`config.mk`:
```
export PLATFORM = sky130hd
export DESIGN_NAME = weight_tile_fifo_flat
export DESIGN_NICKNAME = d
export VERILOG_FILES = /design/src/rtl/weight_fifo_pkg.sv /design/src/rtl/weight_tile_fifo_if.sv /design/src/rtl/weight_fifo_mem.sv /design/src/rtl/weight_tile_fifo.sv /design/src/flat_wrapper.sv
export SDC_FILE = /design/constraint.sdc
export NUM_CORES = 2
export LEC_CHECK = 0
export CAP_MARGIN = 5
export CELL_PAD_IN_SITES_DETAIL_PLACEMENT = 0
export CELL_PAD_IN_SITES_GLOBAL_PLACEMENT = 2
export CORE_MARGIN = 4
export CORE_UTILIZATION = 46
export DETAILED_ROUTE_END_ITERATION = 12
export PLACE_DENSITY_LB_ADDON = 0.1
export SETUP_SLACK_MARGIN = 0.2
export SLEW_MARGIN = 10
export SYNTH_ARGS = -nofsm -noshare
export SYNTH_HDL_FRONTEND = slang
export SYNTH_HIERARCHICAL = 1
export SYNTH_SLANG_ARGS = --single-unit
```
`constraint.sdc`:
```
create_clock -name clk -period 126.4 [get_ports clk]
set_clock_uncertainty 0.2 [all_clocks]
set_input_delay 31.6 -clock clk [delete_from_list [all_inputs] [get_ports clk]]
set_output_delay 31.6 -clock clk [all_outputs]
set_load 0.005 [all_outputs]
```
`src/rtl/weight_fifo_pkg.sv`:
```
// weight_fifo_pkg: shared width helpers for the weight-tile FIFO.
//   tile_width  - bits in one tile (weight width * PE rows * weights per row)
//   ptr_width   - memory address width for a given depth
//   count_width - width able to hold 0..depth+1 (memory plus output register)
package weight_fifo_pkg;

    function automatic int unsigned tile_width(input int unsigned weight_bw,
                                               input int unsigned num_rows,
                                               input int unsigned matrix_size);
        return weight_bw * num_rows * matrix_size;
    endfunction

    function automatic int unsigned ptr_width(input int unsigned depth);
        return (depth < 2) ? 1 : $clog2(depth);
    endfunction

    function automatic int unsigned count_width(input int unsigned depth);
        return $clog2(depth + 2);
    endfunction

endpackage

```
`src/rtl/weight_tile_fifo_if.sv`:
```
// weight_tile_fifo_if: write and read valid/ready handshakes of the weight-tile FIFO.
//   wr_valid/wr_ready/wr_data           - producer side (weight memory)
//   rd_valid/rd_ready/rd_data/rd_last   - consumer side (PE array)
// slave is the FIFO's view, master the view of whoever drives both handshakes.
interface weight_tile_fifo_if #(
    parameter int unsigned TILE_W = 512
);
    logic              wr_valid;
    logic              wr_ready;
    logic [TILE_W-1:0] wr_data;
    logic              rd_valid;
    logic              rd_ready;
    logic              rd_last;
    logic [TILE_W-1:0] rd_data;

    modport master (
        output wr_valid, wr_data, rd_ready,
        input  wr_ready, rd_valid, rd_data, rd_last
    );

    modport slave (
        input  wr_valid, wr_data, rd_ready,
        output wr_ready, rd_valid, rd_data, rd_last
    );
endinterface

```
`src/rtl/weight_fifo_mem.sv`:
```
// weight_fifo_mem: simple dual-port tile store.
//   clk, rst                   - clock, async active-high reset (read register only)
//   wr_en, wr_addr, wr_data    - write port
//   rd_en, rd_addr, rd_data    - synchronous read port; rd_data holds while rd_en is low,
//                                so it doubles as the FIFO's output register
module weight_fifo_mem #(
    parameter int unsigned WIDTH  = 512,
    parameter int unsigned DEPTH  = 4,
    parameter int unsigned ADDR_W = 2
) (
    input  logic              clk,
    input  logic              rst,
    input  logic              wr_en,
    input  logic [ADDR_W-1:0] wr_addr,
    input  logic [WIDTH-1:0]  wr_data,
    input  logic              rd_en,
    input  logic [ADDR_W-1:0] rd_addr,
    output logic [WIDTH-1:0]  rd_data
);
    logic [WIDTH-1:0] mem [DEPTH];

    // Data array carries no reset.
    always_ff @(posedge clk) begin
        if (wr_en) begin
            mem[wr_addr] <= wr_data;
        end
    end

    always_ff @(posedge clk or posedge rst) begin
        if (rst) begin
            rd_data <= '0;
        end else if (rd_en) begin
            rd_data <= mem[rd_addr];
        end
    end
endmodule

```
`src/rtl/weight_tile_fifo.sv`:
```
// weight_tile_fifo: weight-tile buffer with show-ahead output register and per-tile reuse.
//   clk, rst     - clock, async active-high reset
//   flush        - synchronous clear of all held tiles
//   reuse_num    - deliveries per tile, sampled when a tile enters the output register (0 -> 1)
//   bus          - write/read handshakes (slave modport)
//   count        - tiles held in memory plus output register (registered)
//   almost_full  - count >= AFULL_TH (registered)
module weight_tile_fifo
    import weight_fifo_pkg::*;
#(
    parameter int unsigned WEIGHT_BW   = 8,
    parameter int unsigned NUM_PE_ROWS = 8,
    parameter int unsigned MATRIX_SIZE = 8,
    parameter int unsigned FIFO_DEPTH  = 4,
    parameter int unsigned AFULL_TH    = 4,
    parameter int unsigned REUSE_BW    = 4,
    localparam int unsigned TILE_W     = tile_width(WEIGHT_BW, NUM_PE_ROWS, MATRIX_SIZE),
    localparam int unsigned CNT_W      = count_width(FIFO_DEPTH)
) (
    input  logic                clk,
    input  logic                rst,
    input  logic                flush,
    input  logic [REUSE_BW-1:0] reuse_num,
    weight_tile_fifo_if.slave   bus,
    output logic [CNT_W-1:0]    count,
    output logic                almost_full
);
    localparam int unsigned         PTR_W    = ptr_width(FIFO_DEPTH);
    localparam logic [PTR_W-1:0]    LAST_PTR = PTR_W'(FIFO_DEPTH - 1);
    localparam logic [CNT_W-1:0]    DEPTH_C  = CNT_W'(FIFO_DEPTH);
    localparam logic [CNT_W-1:0]    AFULL_C  = CNT_W'(AFULL_TH);
    localparam logic [REUSE_BW-1:0] ONE_R    = REUSE_BW'(1);

    logic [PTR_W-1:0]    wr_ptr_q, wr_ptr_d, rd_ptr_q, rd_ptr_d;
    logic [CNT_W-1:0]    mem_count_q, mem_count_d, count_q, count_d;
    logic [REUSE_BW-1:0] rem_q, rem_d;
    logic                rd_valid_q, rd_valid_d, almost_full_q;
    logic                wr_fire, rd_beat, tile_done, load;
    logic [TILE_W-1:0]   rd_data_q;

    // Ready depends on current state only; a slot freed this edge is not reusable until next.
    assign bus.wr_ready = (mem_count_q < DEPTH_C) && !flush;
    assign wr_fire      = bus.wr_valid && bus.wr_ready;
    assign rd_beat      = rd_valid_q && bus.rd_ready;
    assign tile_done    = rd_beat && (rem_q == ONE_R);
    // Refill the output register when it is empty or its tile retires on this edge.
    assign load         = (mem_count_q != '0) && (!rd_valid_q || tile_done) && !flush;

    assign bus.rd_valid = rd_valid_q;
    assign bus.rd_last  = rd_valid_q && (rem_q == ONE_R);
    assign bus.rd_data  = rd_data_q;
    assign count        = count_q;
    assign almost_full  = almost_full_q;

    always_comb begin
        wr_ptr_d    = wr_ptr_q;
        rd_ptr_d    = rd_ptr_q;
        mem_count_d = mem_count_q;
        count_d     = count_q;
        rd_valid_d  = rd_valid_q;
        rem_d       = rem_q;
        if (flush) begin
            wr_ptr_d    = '0;
            rd_ptr_d    = '0;
            mem_count_d = '0;
            count_d     = '0;
            rd_valid_d  = 1'b0;
            rem_d       = '0;
        end else begin
            if (wr_fire) begin
                wr_ptr_d = (wr_ptr_q == LAST_PTR) ? '0 : wr_ptr_q + 1'b1;
            end
            if (load) begin
                rd_ptr_d = (rd_ptr_q == LAST_PTR) ? '0 : rd_ptr_q + 1'b1;
            end
            case ({wr_fire, load})
                2'b10:   mem_count_d = mem_count_q + 1'b1;
                2'b01:   mem_count_d = mem_count_q - 1'b1;
                default: mem_count_d = mem_count_q;
            endcase
            // A load only moves a tile between memory and output register.
            case ({wr_fire, tile_done})
                2'b10:   count_d = count_q + 1'b1;
                2'b01:   count_d = count_q - 1'b1;
                default: count_d = count_q;
            endcase
            if (load) begin
                rd_valid_d = 1'b1;
                rem_d      = (reuse_num == '0) ? ONE_R : reuse_num;
            end else if (tile_done) begin
                rd_valid_d = 1'b0;
                rem_d      = '0;
            end else if (rd_beat) begin
                rem_d = rem_q - 1'b1;
            end
        end
    end

    always_ff @(posedge clk or posedge rst) begin
        if (rst) begin
            wr_ptr_q      <= '0;
            rd_ptr_q      <= '0;
            mem_count_q   <= '0;
            count_q       <= '0;
            rd_valid_q    <= 1'b0;
            rem_q         <= '0;
            almost_full_q <= (AFULL_TH == 0);
        end else begin
            wr_ptr_q      <= wr_ptr_d;
            rd_ptr_q      <= rd_ptr_d;
            mem_count_q   <= mem_count_d;
            count_q       <= count_d;
            rd_valid_q    <= rd_valid_d;
            rem_q         <= rem_d;
            almost_full_q <= (count_d >= AFULL_C);
        end
    end

    weight_fifo_mem #(
        .WIDTH  (TILE_W),
        .DEPTH  (FIFO_DEPTH),
        .ADDR_W (PTR_W)
    ) u_mem (
        .clk     (clk),
        .rst     (rst),
        .wr_en   (wr_fire),
        .wr_addr (wr_ptr_q),
        .wr_data (bus.wr_data),
        .rd_en   (load),
        .rd_addr (rd_ptr_q),
        .rd_data (rd_data_q)
    );
endmodule

```
`src/flat_wrapper.sv`:
```
// flat-port wrapper written by rule: the top's interface ports become plain ports
module weight_tile_fifo_flat import weight_fifo_pkg::*;
#(
    parameter int unsigned WEIGHT_BW   = 8,
    parameter int unsigned NUM_PE_ROWS = 8,
    parameter int unsigned MATRIX_SIZE = 8,
    parameter int unsigned FIFO_DEPTH  = 4,
    parameter int unsigned AFULL_TH    = 4,
    parameter int unsigned REUSE_BW    = 4,
    localparam int unsigned TILE_W     = tile_width(WEIGHT_BW, NUM_PE_ROWS, MATRIX_SIZE),
    localparam int unsigned CNT_W      = count_width(FIFO_DEPTH)
)
  (clk, rst, flush, reuse_num, count, almost_full, bus_wr_valid, bus_wr_data, bus_rd_ready, bus_wr_ready, bus_rd_valid, bus_rd_data, bus_rd_last);
  weight_tile_fifo_if bus_i ();
  input  logic clk;
  input  logic rst;
  input  logic flush;
  input  logic [REUSE_BW-1:0] reuse_num;
  output logic [CNT_W-1:0] count;
  output logic almost_full;
  input wire logic [$bits(bus_i.wr_valid)-1:0] bus_wr_valid;
  input wire logic [$bits(bus_i.wr_data)-1:0] bus_wr_data;
  input wire logic [$bits(bus_i.rd_ready)-1:0] bus_rd_ready;
  output wire logic [$bits(bus_i.wr_ready)-1:0] bus_wr_ready;
  output wire logic [$bits(bus_i.rd_valid)-1:0] bus_rd_valid;
  output wire logic [$bits(bus_i.rd_data)-1:0] bus_rd_data;
  output wire logic [$bits(bus_i.rd_last)-1:0] bus_rd_last;
  assign bus_i.wr_valid = bus_wr_valid;
  assign bus_i.wr_data = bus_wr_data;
  assign bus_i.rd_ready = bus_rd_ready;
  assign bus_wr_ready = bus_i.wr_ready;
  assign bus_rd_valid = bus_i.rd_valid;
  assign bus_rd_data = bus_i.rd_data;
  assign bus_rd_last = bus_i.rd_last;
  weight_tile_fifo #(.WEIGHT_BW(WEIGHT_BW), .NUM_PE_ROWS(NUM_PE_ROWS), .MATRIX_SIZE(MATRIX_SIZE), .FIFO_DEPTH(FIFO_DEPTH), .AFULL_TH(AFULL_TH), .REUSE_BW(REUSE_BW)) u_core (.clk(clk), .rst(rst), .flush(flush), .reuse_num(reuse_num), .bus(bus_i), .count(count), .almost_full(almost_full));
endmodule
```
## Yosys cells after proc, flatten, opt, wreduce, memory -nomap -nowiden

Memory sizes are Yosys's and may differ from the RTL's. A register that Yosys moved wholly into a read port is not among the register bits.
Cells that the tools add are included.

| storage, ports and cells | value |
|---|---|
| memory bits (read-only) | 0 |
| bits in registers | 16 |
| bits in latches | 0 |
| memory bits (writable) | 2048 |
| memories | 1 |
| logic and storage cells | 61 |

| cells by class | value |
|---|---|
| bitwise logic cells | 0 |
| multiplexer cells | 20 |
| add/subtract/negate cells | 7 |
| magnitude comparators | 2 |
| $mul | 0 |
| shift operators | 0 |
| div/mod/pow operators | 0 |
| reductions and logical operators | 17 |
| eq/ne operators | 7 |

Memories:

| name | words | bits a word | rd ports | clocked after memory_dff | write ports | RTL line | RTL |
|---|---|---|---|---|---|---|---|
| u_core.u_mem.mem | 4 | 512 | 1 | 1 | 1 | weight_fifo_mem.sv:20 | `logic [WIDTH-1:0] mem [DEPTH];` |

Operators with widths:

| kind | count |
|---|---|
| 4-bit two-way mux | 5 |
| 2-bit two-way mux | 6 |
| 3-bit one-hot mux with 2 select lines | 2 |
| 3-bit nonzero test | 3 |
| 2-bit == test (second input constant) | 4 |
| 1-bit logical AND | 7 |
| 3-bit by 1-bit adder with 3-bit output (second input constant) | 2 |
| 3-bit two-way mux | 2 |
| 3-bit by 1-bit subtractor with 3-bit output (second input constant) | 2 |
| 1-bit two-way mux | 5 |
| 2-bit by 1-bit adder with 2-bit output (second input constant) | 2 |
| 2-bit by 1-bit == test with 1-bit output (second input constant) | 2 |
| 4-bit by 1-bit == test with 1-bit output (second input constant) | 1 |
| 4-bit logical NOT | 1 |
| 2-bit nonzero test | 2 |
| 4-bit nonzero test | 1 |
| 4-bit by 1-bit subtractor with 4-bit output (second input constant) | 1 |
| 3-bit >= comparator (second input constant) | 1 |
| 3-bit less-than comparator (second input constant) | 1 |
| 1-bit logical NOT | 2 |
| 1-bit logical OR | 1 |

## Logic depth before layout (Yosys ltp)

| logic depth | value |
|---|---|
| depth in word-level cells | 8 |
| depth in mapped cells | 10 |
| mapped depth without buffers | 9 |

## Hierarchy

Netlist, hierarchy kept.

By module, submodules not included:

| module | cells each | instances | area an instance (sq um) | seq. area each (sq um) |
|---|---|---|---|---|
| weight_fifo_mem | 4900 | 1 | 93810.0 | 74311.3 |
| weight_tile_fifo | 100 | 1 | 937.1 | 375.4 |

## Worst setup path after synthesis

No wires, ideal clock.

| timing path | value |
|---|---|
| path kind | input to register |
| from | input flush |
| to | memory u_core.u_mem.mem[0][0], enable pin |
| setup slack | 55.184 ns |
| buffers on the path | 0 |
| data arrival time | 68.895 ns |
| cell stages on the path | 4 |
| path through | nor2_1 > nand2_1 > inv_1 > nor3b_1 |

| on the way | value |
|---|---|
| word-level cells in the longest chain between the ends | 5 |

RTL lines:

| element | RTL line | RTL |
|---|---|---|
| from (decl) | flat_wrapper.sv:17 | `input logic flush;` |
| 1-bit logical NOT | weight_tile_fifo.sv:42 | `assign bus.wr_ready = (mem_count_q < DEPTH_C) && !flush;` |
| 1-bit logical AND | weight_tile_fifo.sv:42 |  |
| 1-bit logical AND | weight_tile_fifo.sv:43 | `assign wr_fire = bus.wr_valid && bus.wr_ready;` |
| named net u_core.wr_fire | weight_tile_fifo.sv:38 | `logic wr_fire, rd_beat, tile_done, load;` |
| 1-bit two-way mux | weight_fifo_mem.sv:24 | `if (wr_en) begin` |
| 1-bit two-way mux (implied by the code) | weight_fifo_mem.sv:25 | `mem[wr_addr] <= wr_data;` |
| to (decl) | weight_fifo_mem.sv:20 |  |

The timed path passes the listed nets, and every way through them passes these cells.

## Final worst setup path

| timing path | value |
|---|---|
| from | input flush |
| to | output bus_wr_ready |

| on the way | value |
|---|---|
| word-level cells in the longest chain between the ends | 2 |

RTL lines:

| element | RTL line | RTL |
|---|---|---|
| 1-bit logical NOT | weight_tile_fifo.sv:42 |  |
| 1-bit logical AND | weight_tile_fifo.sv:42 |  |
| to (decl) | flat_wrapper.sv:24 | `output wire logic [$bits(bus_i.wr_ready)-1:0] bus_wr_ready;` |

Every way passes these cells.

==> metrics <==
status finished, final reports clean; Pleak 39.6 nW; Worst EP arrival 33,450 ps; Slew @ Worst Pin 1120 ps; htree depth 5; Hold EP u_core/u_mem/rd_data[405]; global route overflow 0; P_sw 705 uW; Post-CTS Hold Buffers 0; setup violators final 0; Yosys cell types 41; minimum clock period 65,250 ps; post-CTS sizing 0; post-synthesis mux area share 10.9%; HP Class reg2reg; FF+latch area 0.0747 mm2; DRC Markers 0; CP Max Fanout 21; Top delay family on crit path buffers and inverters; Post-synth EDFFs 2,048; largest net degree at the start of global routing 193; #FFs+latches synth 2,575; Setup Crit Path Kind in2out; Total GRT Usage 22.6%; most common library cells after synthesis edfxtp_1 (2,048), mux2i_1 (1,026), dfrtp_1 (527); Starting Density 46.3%; CTS tree yes; max incr delay on CP 890 ps; Met1 Routed Length 93,900 um; Fmax 15.3 MHz; Peak VDD IR 0.0164 mV; first-pass GRT wire length 350,000 um; die height 462 um; share of cells above drive strength 1 7.22%; Synth Area in Compound Gates 4.89%; DR top layer met5; Post-Syn Nets 5,526; post-synth top area share 64.9%; clock buffer depth 4; Max Transition Viols Final 0; reg-to-reg startpoint u_core/rd_ptr_q[0]; total setup buffers inserted after CTS 0; wirelength, routed 247,000 um; FF-to-FF path depth 6; Synth Area in XOR/XNOR 0.0555%; number of buffers created by CTS 288; predominant post-synthesis flop cell edfxtp_1; I/O pin total 1,040; Synth area leader edfxtp_1; crit-path most repeated cell clkdlybuf4s50_1; Final HPWL DP 145,000 um; filler cell count 15,800; vias in the first global route 49,500; number of port buffers 1,039; placed cell areas 0.108 mm2; worst skew pair latency 910 ps; worst-path cell chain clkdlybuf4s50_1 -> nor2_1 -> clkdlybuf4s50_1; Pint 1.83 mW; die area 0.213 mm2; via count 49,200; RSZ-0062 raised after global routing no; Wirelength per Cell 27.3 um; Req. time, crit path 94,600 ps; crit start category input pin; # clock sinks 2,575; worst min-delay path startpoint u_core/u_mem/rd_data[405]; Worst setup EP type output pin; Maximum Capacitance Violations 0; Syn Inst Count 5,000; Antenna Violating Nets Remaining 0; Syn-to-layout area delta 23.2%; combinational cell fraction of total power 25.2%; Reg power frac 43.9%; met2 routed WL 116,000 um; hold depth 2; asr flop ratio synth 20.5%; clock network fraction of total power 30.9%; initial antenna violation count 139; Multi-input gate area 0.0185 mm2; clock slew seen by the registers of the worst setup and hold paths 50 ps; Cell Area, Synth 0.0947 mm2; Power Dens Cells 21.7 mW/mm2; setup_tns 0 ps; Critical-path top delay cell clkdlybuf4s50_1; simple-gate share of the synthesized area 3.63%; fin nets 6,629; core area 0.205 mm2; most frequent cell after synthesis edfxtp_1; worst path bufs/invs 2; Net Sw Frac 27.8%; number of vias per cell 5.43; die width 462 um; max_slew headroom 25.0%; drt pass-1 iters 7; average cell area after synthesis 18.9 um2; R2R Path End u_core/u_mem/rd_data[29]; DR iter-0 viols 2,978; root buffer cell clkbuf_16; register area share after synthesis 78.8%; WL met3 27,300 um; routability cong. 0.772; # rows 166; Post-Synth Adder-Cell Area 0.0819%; Final Hold Fails 0; largest family of logic cells by synthesized area multiplexers; Layout Cell Area excl Fill 0.117 mm2; final period utilization 51.6%; count of warnings emitted by yosys 6; top post-synthesis cells by area edfxtp_1 (65%), dfrtp_1 (14%), mux2i_1 (11%); R2R Setup Slk 121,290 ps
==> logic make-up (layout without fill, tap and decap cells) <==
logic type	Yosys count	in the layout
multiplexers	1027	1027
flip-flops	2575	2575
XOR/XNOR	6	6
AO/OA/AOI/OAI	534	534
adder cells (fa/ha/maj)	5	5
AND/OR/NAND/NOR	555	555
buffers and inverters	298	1610
other	0	56
==> layout make-up <==
class                      count  area share (%)
multi-input combinational   2127            15.9
clock inverter                79           0.638
antenna                       56           0.120
timing repair buffer        1101            9.49
inverter                      10          0.0386
tap                         2688            2.88
sequential                  2575            64.0
clock buffer                 420            6.95
==> routing by layer <==
| layer | vias up | GRT usage (%) |
|---|---|---|
| li1 | 22100 | - |
| met1 | 24900 | 27.1 |
| met2 | 1541 | 35.4 |
| met3 | 494 | 10.4 |
| met4 | 100 | 9.31 |
| met5 | - | 0 |
==> worst reg2reg max path: stages (launching register included) <==
cell,delay [ps]
dfrtp_4,770
buf_4,870
buf_12,820
buf_4,990
buf_4,810
mux2i_1,320
o221ai_1,150
==> stage by stage <==
step | instances | hold slack (ps) | total power, mW | worst slack (ps) | utilization (%)
after floorplan | 5000 | 266 | 1.49 | 55180 | -
after global placement | 8501 | 278 | 1.77 | 61180 | 52.6
after detailed placement | 8501 | 279 | 1.78 | 61130 | 52.6
after CTS | 9000 | 295 | 2.57 | 61130 | 56.9
after global routing | 9030 | 311 | 2.66 | 61070 | 57.0
final | 9056 | 291 | 2.54 | 61150 | 57.0
==> cell usage in the layout, fill, tap and decap left out, types with 6 or more instances in the layout <==
cell / netlist / routed
clkinv_1: 0 / 21
edfxtp_1: 2048 / 2048
clkdlybuf4s50_1: 0 / 1039
nor2_1: 9 / 8
buf_4: 37 / 45
clkbuf_16: 0 / 292
buf_12: 0 / 17
inv_1: 10 / 9
a21oi_1: 7 / 7
o221ai_1: 512 / 512
bufinv_16: 0 / 13
nand2b_1: 518 / 517
inv_6: 0 / 7
diode_2: 0 / 56
mux2i_1: 1026 / 1026
nand2_1: 6 / 6
clkinv_2: 0 / 33
clkbuf_1: 125 / 95
dfrtp_1: 527 / 526
clkbuf_8: 0 / 33
==> registers in the layout, indices dropped and copies added, names as in the netlist <==
signal                flops
u_core/wr_ptr_q           2
u_core/almost_full        1
u_core/u_mem/rd_data    512
u_core/rd_ptr_q           2
u_core/u_mem/mem       2048
u_core/count              2
u_core/bus.rd_valid       1
u_core/rem_q              4
u_core/mem_count_q        3
==> power by group through the flow <==
stage	registers [mW]	logic (mW)	clock network, mW
final	1.11	0.639	0.784
after global routing	1.13	0.690	0.842
after CTS	1.12	0.653	0.806
after detailed placement	1.13	0.649	0
after global placement	1.13	0.647	0
after floorplan	1.18	0.310	0
==> worst max-delay path by stage <==
stage	startpoint	end	slack (ps)	cells past startpoint
floorplan	flush	u_core/u_mem/mem[0][0]	55180	4
global placement	flush	bus_wr_ready	61180	3
detailed placement	flush	bus_wr_ready	61130	3
CTS	flush	bus_wr_ready	61130	3
global route	flush	bus_wr_ready	61070	3
finish	flush	bus_wr_ready	61150	3
Note: power is estimated with default switching activity, not from simulation.
